===== src/rtl/adc_window_energy.sv =====
// adc_window_energy: per-window sum-of-squares energy and peak |s| of offset-binary ADC samples,
// delivered on a valid/ready output with a sticky overrun flag.
module adc_window_energy #(
    parameter int DATA_W  = 12,
    parameter int WIN_LEN = 256,
    parameter int ACC_W   = 32
) (
    input  logic              sck,
    input  logic              rst_n,
    input  logic [DATA_W-1:0] data_i,
    input  logic              valid_i,
    input  logic              clear_i,
    output logic [ACC_W-1:0]  energy_o,
    output logic [DATA_W-1:0] peak_o,
    output logic              valid_o,
    input  logic              ready_i,
    output logic              overrun_o
);
    localparam int CW = $clog2(WIN_LEN);

    logic [CW-1:0]              cnt;
    logic                       v1, last1, v2, last2;
    logic signed [DATA_W-1:0]   s1;
    logic [2*DATA_W-1:0]        sq2;
    logic [DATA_W-1:0]          a2, pk, mag, pk_max;
    logic [ACC_W-1:0]           acc, acc_sum;
    logic signed [2*DATA_W-1:0] prod;

    // |-2^(DATA_W-1)| fits exactly once the result is read back as unsigned
    always_comb begin
        prod    = s1 * s1;
        mag     = s1[DATA_W-1] ? $unsigned(-s1) : $unsigned(s1);
        acc_sum = acc + ACC_W'(sq2);
        pk_max  = (a2 > pk) ? a2 : pk;
    end

    always_ff @(posedge sck or negedge rst_n) begin
        if (!rst_n) begin
            cnt       <= '0;
            v1        <= 1'b0;
            last1     <= 1'b0;
            s1        <= '0;
            v2        <= 1'b0;
            last2     <= 1'b0;
            sq2       <= '0;
            a2        <= '0;
            acc       <= '0;
            pk        <= '0;
            energy_o  <= '0;
            peak_o    <= '0;
            valid_o   <= 1'b0;
            overrun_o <= 1'b0;
        end else if (clear_i) begin
            cnt       <= '0;
            v1        <= 1'b0;
            v2        <= 1'b0;
            acc       <= '0;
            pk        <= '0;
            valid_o   <= 1'b0;
            overrun_o <= 1'b0;
        end else begin
            v1 <= valid_i;
            if (valid_i) begin
                s1    <= {~data_i[DATA_W-1], data_i[DATA_W-2:0]};
                last1 <= (cnt == CW'(WIN_LEN - 1));
                cnt   <= cnt + CW'(1);
            end
            v2 <= v1;
            if (v1) begin
                sq2   <= $unsigned(prod);
                a2    <= mag;
                last2 <= last1;
            end
            // closing sample is folded into the result while acc/pk restart from zero
            if (v2 && last2) begin
                energy_o  <= acc_sum;
                peak_o    <= pk_max;
                valid_o   <= 1'b1;
                overrun_o <= overrun_o | (valid_o & ~ready_i);
                acc       <= '0;
                pk        <= '0;
            end else begin
                if (v2) begin
                    acc <= acc_sum;
                    pk  <= pk_max;
                end
                if (valid_o && ready_i)
                    valid_o <= 1'b0;
            end
        end
    end
endmodule


===== config.mk =====
export PLATFORM = sky130hd
export DESIGN_NAME = adc_window_energy
export DESIGN_NICKNAME = d
export VERILOG_FILES = /design/src/rtl/adc_window_energy.sv
export SDC_FILE = /design/constraint.sdc
export NUM_CORES = 1
export LEC_CHECK = 0
export ABC_CLOCK_PERIOD_IN_PS = 5650
export CAP_MARGIN = 0
export CELL_PAD_IN_SITES_DETAIL_PLACEMENT = 0
export CELL_PAD_IN_SITES_GLOBAL_PLACEMENT = 1
export CORE_ASPECT_RATIO = 0.6
export CORE_MARGIN = 2
export CORE_UTILIZATION = 30
export DETAILED_ROUTE_END_ITERATION = 10
export GPL_TIMING_DRIVEN = 0
export HOLD_SLACK_MARGIN = 0.15
export PLACE_DENSITY = 0.6
export SLEW_MARGIN = 20
export SYNTH_ARGS = -nofsm -noshare
export SYNTH_HDL_FRONTEND = slang
export SYNTH_SLANG_ARGS = --single-unit

===== constraint.sdc =====
create_clock -name sck -period 5.65 [get_ports sck]
set_input_delay 1.13 -clock sck [delete_from_list [all_inputs] [get_ports sck]]
set_output_delay 1.13 -clock sck [all_outputs]
set_load 0.05 [all_outputs]

Yosys cells after proc, flatten, opt, wreduce, memory -nomap -nowiden
Index checks and enable logic that the tools add are counted.

$add $sub $neg: 3. Multiply operators: 1. Divide/modulo/power cells: 0. $lt $le $gt $ge: 1. Equality and inequality tests: 1. Shift operators: 0. Muxes and demuxes: 17. Bitwise operators: 5. Reduce and logical (&&, ||, !) cells: 9.

Operators with widths (number): $mux 32 (3); $mux 12 (5); $add 32x24->32 (1); $mul 12x12->24 (1); $mux 8 (2); $gt 12x12->1 (1); $neg 12->12 (1); $add 8x1->8 const B (1); $eq 8x8->1 const B (1); $mux 1 (7); $reduce_and 2->1 (3); $reduce_bool 3->1 (2); $reduce_bool 2->1 (2); $not 1->1 (3); $logic_and 1x1->1 (2); $and 1x1->1 (1); $or 1x1->1 (1).

Flip-flop bits (word level): 150. Bits in latches: 0. Memory bits (writable): 0. Memory bits (read-only): 0. Input port bits: 17. Output and inout bits: 46. Word-level logic and storage cells: 51. Memories: 0.

Depth between registers and ports, before layout
Word-level depth: 5. Gate-level depth with buffers: 24. Mapped depth without buffers: 23.

Worst setup path after synthesis
No wires, ideal clock.

Path kind: reg-to-reg. From: register s1[4]. To: register sq2[22]. Library setup time: 0.128 ns. Arrival time: 5.602 ns. Data required time: 5.522 ns. Setup slack: -0.080 ns. Stages on the path, launching flop included: 21. Path buffers: 1. Clock period less this slack: 5.730 ns. Path through: dfrtp_1 clkbuf_1 clkinv_1 nor2_1 fa_1 inv_1 fa_1 fa_1 fa_1 fa_1 inv_1 ha_1 a21o_1 a21o_1 a211oi_1 o21bai_1 a211oi_1 nor2_1 o41ai_1 mux2i_1 nand3_1.

Word-level cells in the longest chain between the ends: 1.

Ends and longest elaborated chain: start: declaration (RTL line 23) `logic signed [DATA_W-1:0] s1;`; start signal: assignment (RTL line 64) `s1 <= {~data_i[DATA_W-1], data_i[DATA_W-2:0]};`; $mul 12x12->24 (RTL line 31) `prod = s1 * s1;`; end signal: assignment (RTL line 70) `sq2 <= $unsigned(prod);`; end: declaration (RTL line 24) `logic [2*DATA_W-1:0] sq2;`.

No other way between the ends. A chain may end at the register's enable or synchronous reset.

Worst setup path after layout
From: register s1[11]. To: register sq2[22].

Same word-level chain as after synthesis.

==> flow_results.org <==
** Synthesis
- In this run the mean area of a mapped cell was 9.53 um2.
- Commonest register cell after synthesis :: sky130_fd_sc_hd__dfrtp_1
- Of all flip-flops after synthesis, the portion carrying an async set or reset was 1.00.
- In this run, synthesis inferred 0 flip-flops with an integrated enable.
- For this run, the register share of the synthesized area comes to 0.294.
- Synthesis produced a netlist whose cell count is 1324.
- Netlist cell types :: 71
- After synthesis the netlist holds a flip-flop and latch count of 148.
- Yosys printed 0 warnings.
- Summing every instance area after synthesis gives 0.0126 mm2.
- The number of nets handed over by synthesis was 1559.

** Timing
- Timing would allow up to 176 MHz.
- RSZ-0062 raised after global routing :: yes
- Headroom to the max-slew limit :: 0.396
- The smallest clock period supported by the final layout is computed as 5.67 ns.
- Number of max-slew violations in the final report :: 0
- Count of final hold-check violations :: 0
- Setup violations remaining at the end of the flow were counted as 1.
- Worst-Margin Slew :: 0.906 ns
- Setup slack on the critical path of the routed design comes to -0.0188 ns.
- Summed over all failing endpoints, the final setup total negative slack is -0.0188 ns.
- Worst clock skew on the final layout :: 0.0146 ns
- Dividing the final minimum period by the clock period gives 1.00.

** Placement
- Instance area after placement :: 0.0140 mm2
- The count of buffers added on input and output ports is 60.
- Setup slack after placement :: -1.47 ns
- After legalization and detailed placement, the total HPWL measured 27.4 mm.
- The congestion estimate from routability-driven global placement came to 0.819.

** Setup path
- Maximum fanout count along the critical path :: 6
- The worst register-to-register path begins at s1[11].
- Kind of capture point of the worst setup path :: flop
- Data on the critical path arrives at its endpoint at 6.00 ns.
- The critical path is of the flop to flop type.
- Measured in cells, the most critical reg-to-reg path has a length of 23.
- Worst-case register-to-register setup slack :: -0.02 ns
- Required arrival time at the worst endpoint :: 5.98 ns
- The endpoint identified for the worst register-to-register timing path is sq2[22].
- Startpoint type of the worst setup path :: flop

** Clock network
- Counting every sink on the clock net gives 148.
- Clock-pin slew was measured on the worst setup and hold paths at 0.08 ns.
- In this run, post-CTS hold repair placed 0 buffers.
- CTS placed an instance of sky130_fd_sc_hd__clkbuf_16 at the clock tree root.
- The number of clock buffers added by TritonCTS is 17.
- In this run the number of H-tree levels came out at 4.
- Counting along the longest clock path gives a buffer depth of 2.
- Worst skew pair latency :: 0.45 ns
- TritonCTS built the clock tree.

** Final layout
- The library cells used most frequently in the layout, excluding fill and tap cells, are sky130_fd_sc_hd__inv_1 (204), sky130_fd_sc_hd__nand2_1 (169), sky130_fd_sc_hd__dfrtp_1 (141).
- Most frequent standard cell in the layout excluding fill and tap cells :: sky130_fd_sc_hd__inv_1
- Compared with the post-synthesis result, the final layout area differs by 20.7%.
- Final net count :: 1675
- Area taken by multi-input logic gates :: 0.00802 mm2
- After routing the design area is 0.0152 mm2.
- Register area :: 0.00371 mm2
- After filler insertion, the fill cell instance count of the layout stands at 4265.
- Share of cells above drive strength 1 :: 0.124

** Die
- The core region is 0.0417 mm2.
- X dimension of the die :: 269 um
- Row count :: 58
- For this configuration, the core starts out at a cell density of 0.303.
- Die Y :: 163 um
- In this run the count of I/O pins placed on the die edge is 63.
- Overall die area :: 0.0438 mm2

** Route
- Via count normalized by instance count :: 4.65
- For this run, the detailed router's first-pass iteration total came to 5.
- In this run, the number of DRC markers left after iteration 0 of detailed routing was 651.
- Dividing the detail-routed wire length by the instance count gives 17.4 um.
- Count of unresolved DRC violations after routing :: 0
- WL final :: 35.3 mm
- The detailed router placed 9412 vias in this run.
- Routed Antenna Nets :: 0

** GRT
- For this run, the total global-route usage over all layers was measured as 0.173.
- The via count of the first global-routing pass came to 9831.
- First-pass GRT wire length :: 57.4 mm
- GRT Residual Overflow :: 0
- Largest net degree at the start of global routing :: 88
- The number of antenna violations at the first check in global routing is 0.

** Status
- Run status :: finished with violations
- The checks that failed: setup timing.

** Flow run
- Across the run, the number of max-cap violations was 0.

** Min path
- HP Class :: input pin to async pin
critical path, stage by stage, from the launching register on:
cell and delay [ns]:
sky130_fd_sc_hd__dfrtp_2 0.47, sky130_fd_sc_hd__buf_8 0.16, sky130_fd_sc_hd__clkbuf_16 0.16, sky130_fd_sc_hd__nand2_8 0.06, sky130_fd_sc_hd__inv_4 0.04, sky130_fd_sc_hd__fa_1 0.51, sky130_fd_sc_hd__inv_2 0.04, sky130_fd_sc_hd__fa_1 0.46
sky130_fd_sc_hd__fa_1 0.51, sky130_fd_sc_hd__inv_2 0.04, sky130_fd_sc_hd__fa_1 0.55, sky130_fd_sc_hd__inv_2 0.05, sky130_fd_sc_hd__fa_2 0.60, sky130_fd_sc_hd__inv_2 0.05, sky130_fd_sc_hd__ha_4 0.15, sky130_fd_sc_hd__a21o_1 0.14
sky130_fd_sc_hd__a21o_1 0.20, sky130_fd_sc_hd__a211oi_2 0.30, sky130_fd_sc_hd__o21bai_4 0.12, sky130_fd_sc_hd__a211oi_4 0.27, sky130_fd_sc_hd__nor2_2 0.09, sky130_fd_sc_hd__o41ai_4 0.27, sky130_fd_sc_hd__mux2i_1 0.23, sky130_fd_sc_hd__nand3_1 0.08
layer usage:
layer	wire length [um]	share of wire	track usage
met1	19800	0.56	0.285
met2	13400	0.38	0.226
met3	1760	0.050	0.0355
met4	312	0.0088	0.0321
met5	0	0	0
flip-flops by register name, summed over array words and instances (netlist names), 8 cells and up:
signal    flops
acc          32
energy_o     32
pk           12
s1           12
peak_o       12
sq2          23
cnt           8
a2           11
area by class of cell:
type                    count  share of cell area
plain buffers              53              0.0290
diodes                      1            0.000164
well taps                 570              0.0468
flip-flops and latches    148               0.244
multi-input cells         906               0.527
inverters                 214              0.0539
clock inverters            15             0.00937
repair buffers            100              0.0624
clock buffers              17              0.0279
synth_stat cells (30+ instances only):
master	number	area, um2
sky130_fd_sc_hd__fa_1	125	2500
sky130_fd_sc_hd__clkbuf_1	47	176
sky130_fd_sc_hd__and2_1	38	238
sky130_fd_sc_hd__dfrtp_1	148	3700
sky130_fd_sc_hd__nand2_1	171	642
sky130_fd_sc_hd__inv_1	213	800
sky130_fd_sc_hd__xnor2_1	32	280
sky130_fd_sc_hd__a21oi_1	39	195
sky130_fd_sc_hd__a22o_1	30	263
sky130_fd_sc_hd__nor2_1	53	199
sky130_fd_sc_hd__ha_1	93	1160
sky130_fd_sc_hd__o21ai_0	82	410
per-stage QoR:
step / instances / util / hold slack, ns
4_1_cts: 2009 / 0.360 / 0.463
3_3_place_gp: 1954 / 0.335 / 0.462
2_1_floorplan: 1324 / - / 0.452
6_report: 2024 / 0.365 / 0.476
5_1_grt: 2023 / 0.365 / 0.472
3_5_place_dp: 1956 / 0.336 / 0.463
worst max path at each step:
stage                start       to
finish              s1[11]  sq2[22]
global route        s1[11]  sq2[23]
CTS                 s1[11]  sq2[22]
detailed placement  s1[11]  sq2[22]
global placement     rst_n   cnt[1]
floorplan           s1[11]  sq2[22]
kinds of logic after synthesis:
kind of cell	synth area share
DFF	0.294
muxes	0.0216
xor gates and xnor gates	0.0389
and+or+nand+nor	0.130
adders and majority gates	0.291
buffers and inverters	0.0868
AOI/OAI and AO/OA	0.139
timing repair:
item | 4_1_cts | 5_1_grt
cloned | 0 | 0
endpoints found under the setup margin | 12 | 9
pin swaps | 14 | 23
gates resized for setup | 72 | 35
buffers inserted | 24 | 14
Power is not shown: default switching activity piles up to over one toggle a cycle in this logic, so the estimate is an artifact.
==> RTL change: new RTL, config.mk and constraints unchanged <==
Put one more register stage on the output `overrun_o`, cleared by the reset. The value now appears one clock later. The other outputs are not delayed to match.
--- a/src/rtl/adc_window_energy.sv
+++ b/src/rtl/adc_window_energy.sv
@@ -19,2 +19,4 @@
     localparam int CW = $clog2(WIN_LEN);
+
+    logic overrun_s0;
 
@@ -51,3 +53,3 @@
             valid_o   <= 1'b0;
-            overrun_o <= 1'b0;
+            overrun_s0 <= 1'b0;
         end else if (clear_i) begin
@@ -59,3 +61,3 @@
             valid_o   <= 1'b0;
-            overrun_o <= 1'b0;
+            overrun_s0 <= 1'b0;
         end else begin
@@ -78,3 +80,3 @@
                 valid_o   <= 1'b1;
-                overrun_o <= overrun_o | (valid_o & ~ready_i);
+                overrun_s0 <= overrun_s0 | (valid_o & ~ready_i);
                 acc       <= '0;
@@ -91,2 +93,10 @@
     end
+    always_ff @(posedge sck or negedge rst_n) begin
+        if (!rst_n) begin
+            overrun_o <= '0;
+        end else begin
+            overrun_o <= overrun_s0;
+        end
+    end
+
 endmodule
Check against the original RTL: same outputs for any inputs over 10 cycles, from zero or initial values and one cycle with rst_n low; that may be too few to reach the edited logic, so the function may still have changed.
==> RTL change against the unedited design <==
- final cell count rose by 0.94%
- worst setup slack improved by 97 ps
- design area rose by 2.6%
- via count rose by 1.1%
- sequential cell count rose by 1
- synthesized area rose by 0.20%
- synthesized cell count barely moved
- wire length rose by 1.5%
- critical path type unchanged
- critical endpoint unchanged
Power is not shown: default switching activity piles up to over one toggle a cycle in this logic, so the estimate is an artifact.
==> RTL change: results (changes against the unedited design) <==
Synth
  – Commonest cells post-synth: 213 x inv_1, 171 x nand2_1, 149 x dfrtp_1, 125 x fa_1, 93 x ha_1
  – Post-Synth XOR/XNOR Area: 0.03880 (-0.00007698)
  – Multiplexer area fraction after synthesis: 0.02158 (-0.00004281)
  – Compound-cell area share of the yosys netlist: 0.1384 (-0.0002745)
  – Post-Synth Adder-Cell Area: 0.2900 (-0.0005754)
  – Post-synthesis sequential area ratio: 0.2950 (+0.001399)
  – Mapped Nets: 1560 (+0.064%)
  – Avg Cell Area, Syn: 9.539 um^2 (+0.12%)

Global route
  – Antenna violations before repair: 2 (+2)
  – Met2 Usage GRT: 0.2334 (+0.007615)
  – Vias in the first global route: 9848 (+0.17%)
  – Met3 Use GR: 0.03795 (+0.002419)
  – Largest net degree at the start of global routing: 84 (-4.5%)
  – Total track usage: 0.1739 (+0.0008382)

Route
  – Met1 WL: 20.00 mm (+1.2%)
  – WL per Instance: 17.53 um (+0.58%)
  – Initial drt markers: 630 (-3.2%)

Critical path
  – Slowest cell on the critical path: fa_1
  – Crit Reg-Reg Startpoint: s1[5]$_DFFE_PN0P_
  – Crit-path max cell delay: 560 ps (-40 ps)

Outcome
  – Outcome: complete, no violations

Placement
  – DP HPWL: 27.39 mm (about the same)
  – Gpl congestion: 0.8197 (about the same)

Final layout
  – Layout cells sized above 1: 0.1494 (+0.02547)
  – Final #Nets: 1695 (+1.2%)
  – Ant diodes: 0 (-1)

STA
  – Clock Skew: 12.05 ps (-2.536 ps)

Hold path
  – Hold crit path type: register to register
## RTL change: changes by cell type after synthesis, sizes merged
| cell | delta |
|---|---|
| dfrtp | +1 |
## RTL change: cell families (layout without fill, tap and decap cells)
group,after synthesis,in the layout
AND/OR/NAND/NOR,348,348
buffers and inverters,270,418
AO/OA/AOI/OAI,258,258
adder cells (fa/ha/maj),218,218
flip-flops,149,149
XOR/XNOR,56,56
multiplexers,26,26
## RTL change: worst paths after layout
check / to / slack, ps / cells after the start
min in group asynchronous: s1[2]$_DFFE_PN0P_ / 670 / 2
worst max register to register: sq2[22]$_DFFE_PN0P_ / 80 / 22
worst min register to register: overrun_o$_DFF_PN0_ / 380 / 0
max in group asynchronous: energy_o[21]$_DFFE_PN0P_ / 4200 / 3
worst max-delay path: sq2[22]$_DFFE_PN0P_ / 80 / 22
worst min-delay path: overrun_o$_DFF_PN0_ / 380 / 0
## RTL change: final cells by class
| type | count | area (um^2) |
|---|---|---|
| Inverter | 214 | 823.3 |
| Timing Repair Buffer | 119 | 1111 |
| Buffer | 53 | 473.0 |
| Sequential cell | 149 | 3737 |
| Tap cell | 570 | 713.2 |
| Clock inverter | 14 | 163.9 |
| Clock buffer | 18 | 439.2 |
| Multi-Input combinational cell | 906 | 8153 |
| Fill cell | 4205 | 26110 |
## RTL change: critical path: cells and delay by family (launching register included)
| family | cells | cell delay (ps) |
|---|---|---|
| multiplexers | 1 | 230 |
| flip-flops | 1 | 390 |
| AO/OA/AOI/OAI | 6 | 1300 |
| adder cells (fa/ha/maj) | 6 | 2720 |
| buffers and inverters | 6 | 570 |
| AND/OR/NAND/NOR | 3 | 230 |
## RTL change: timing repair
action                                  CTS  global route
pin swaps                                17            40
gates resized for setup                  74            73
endpoints found under the setup margin   13             9
setup buffers                            21            36
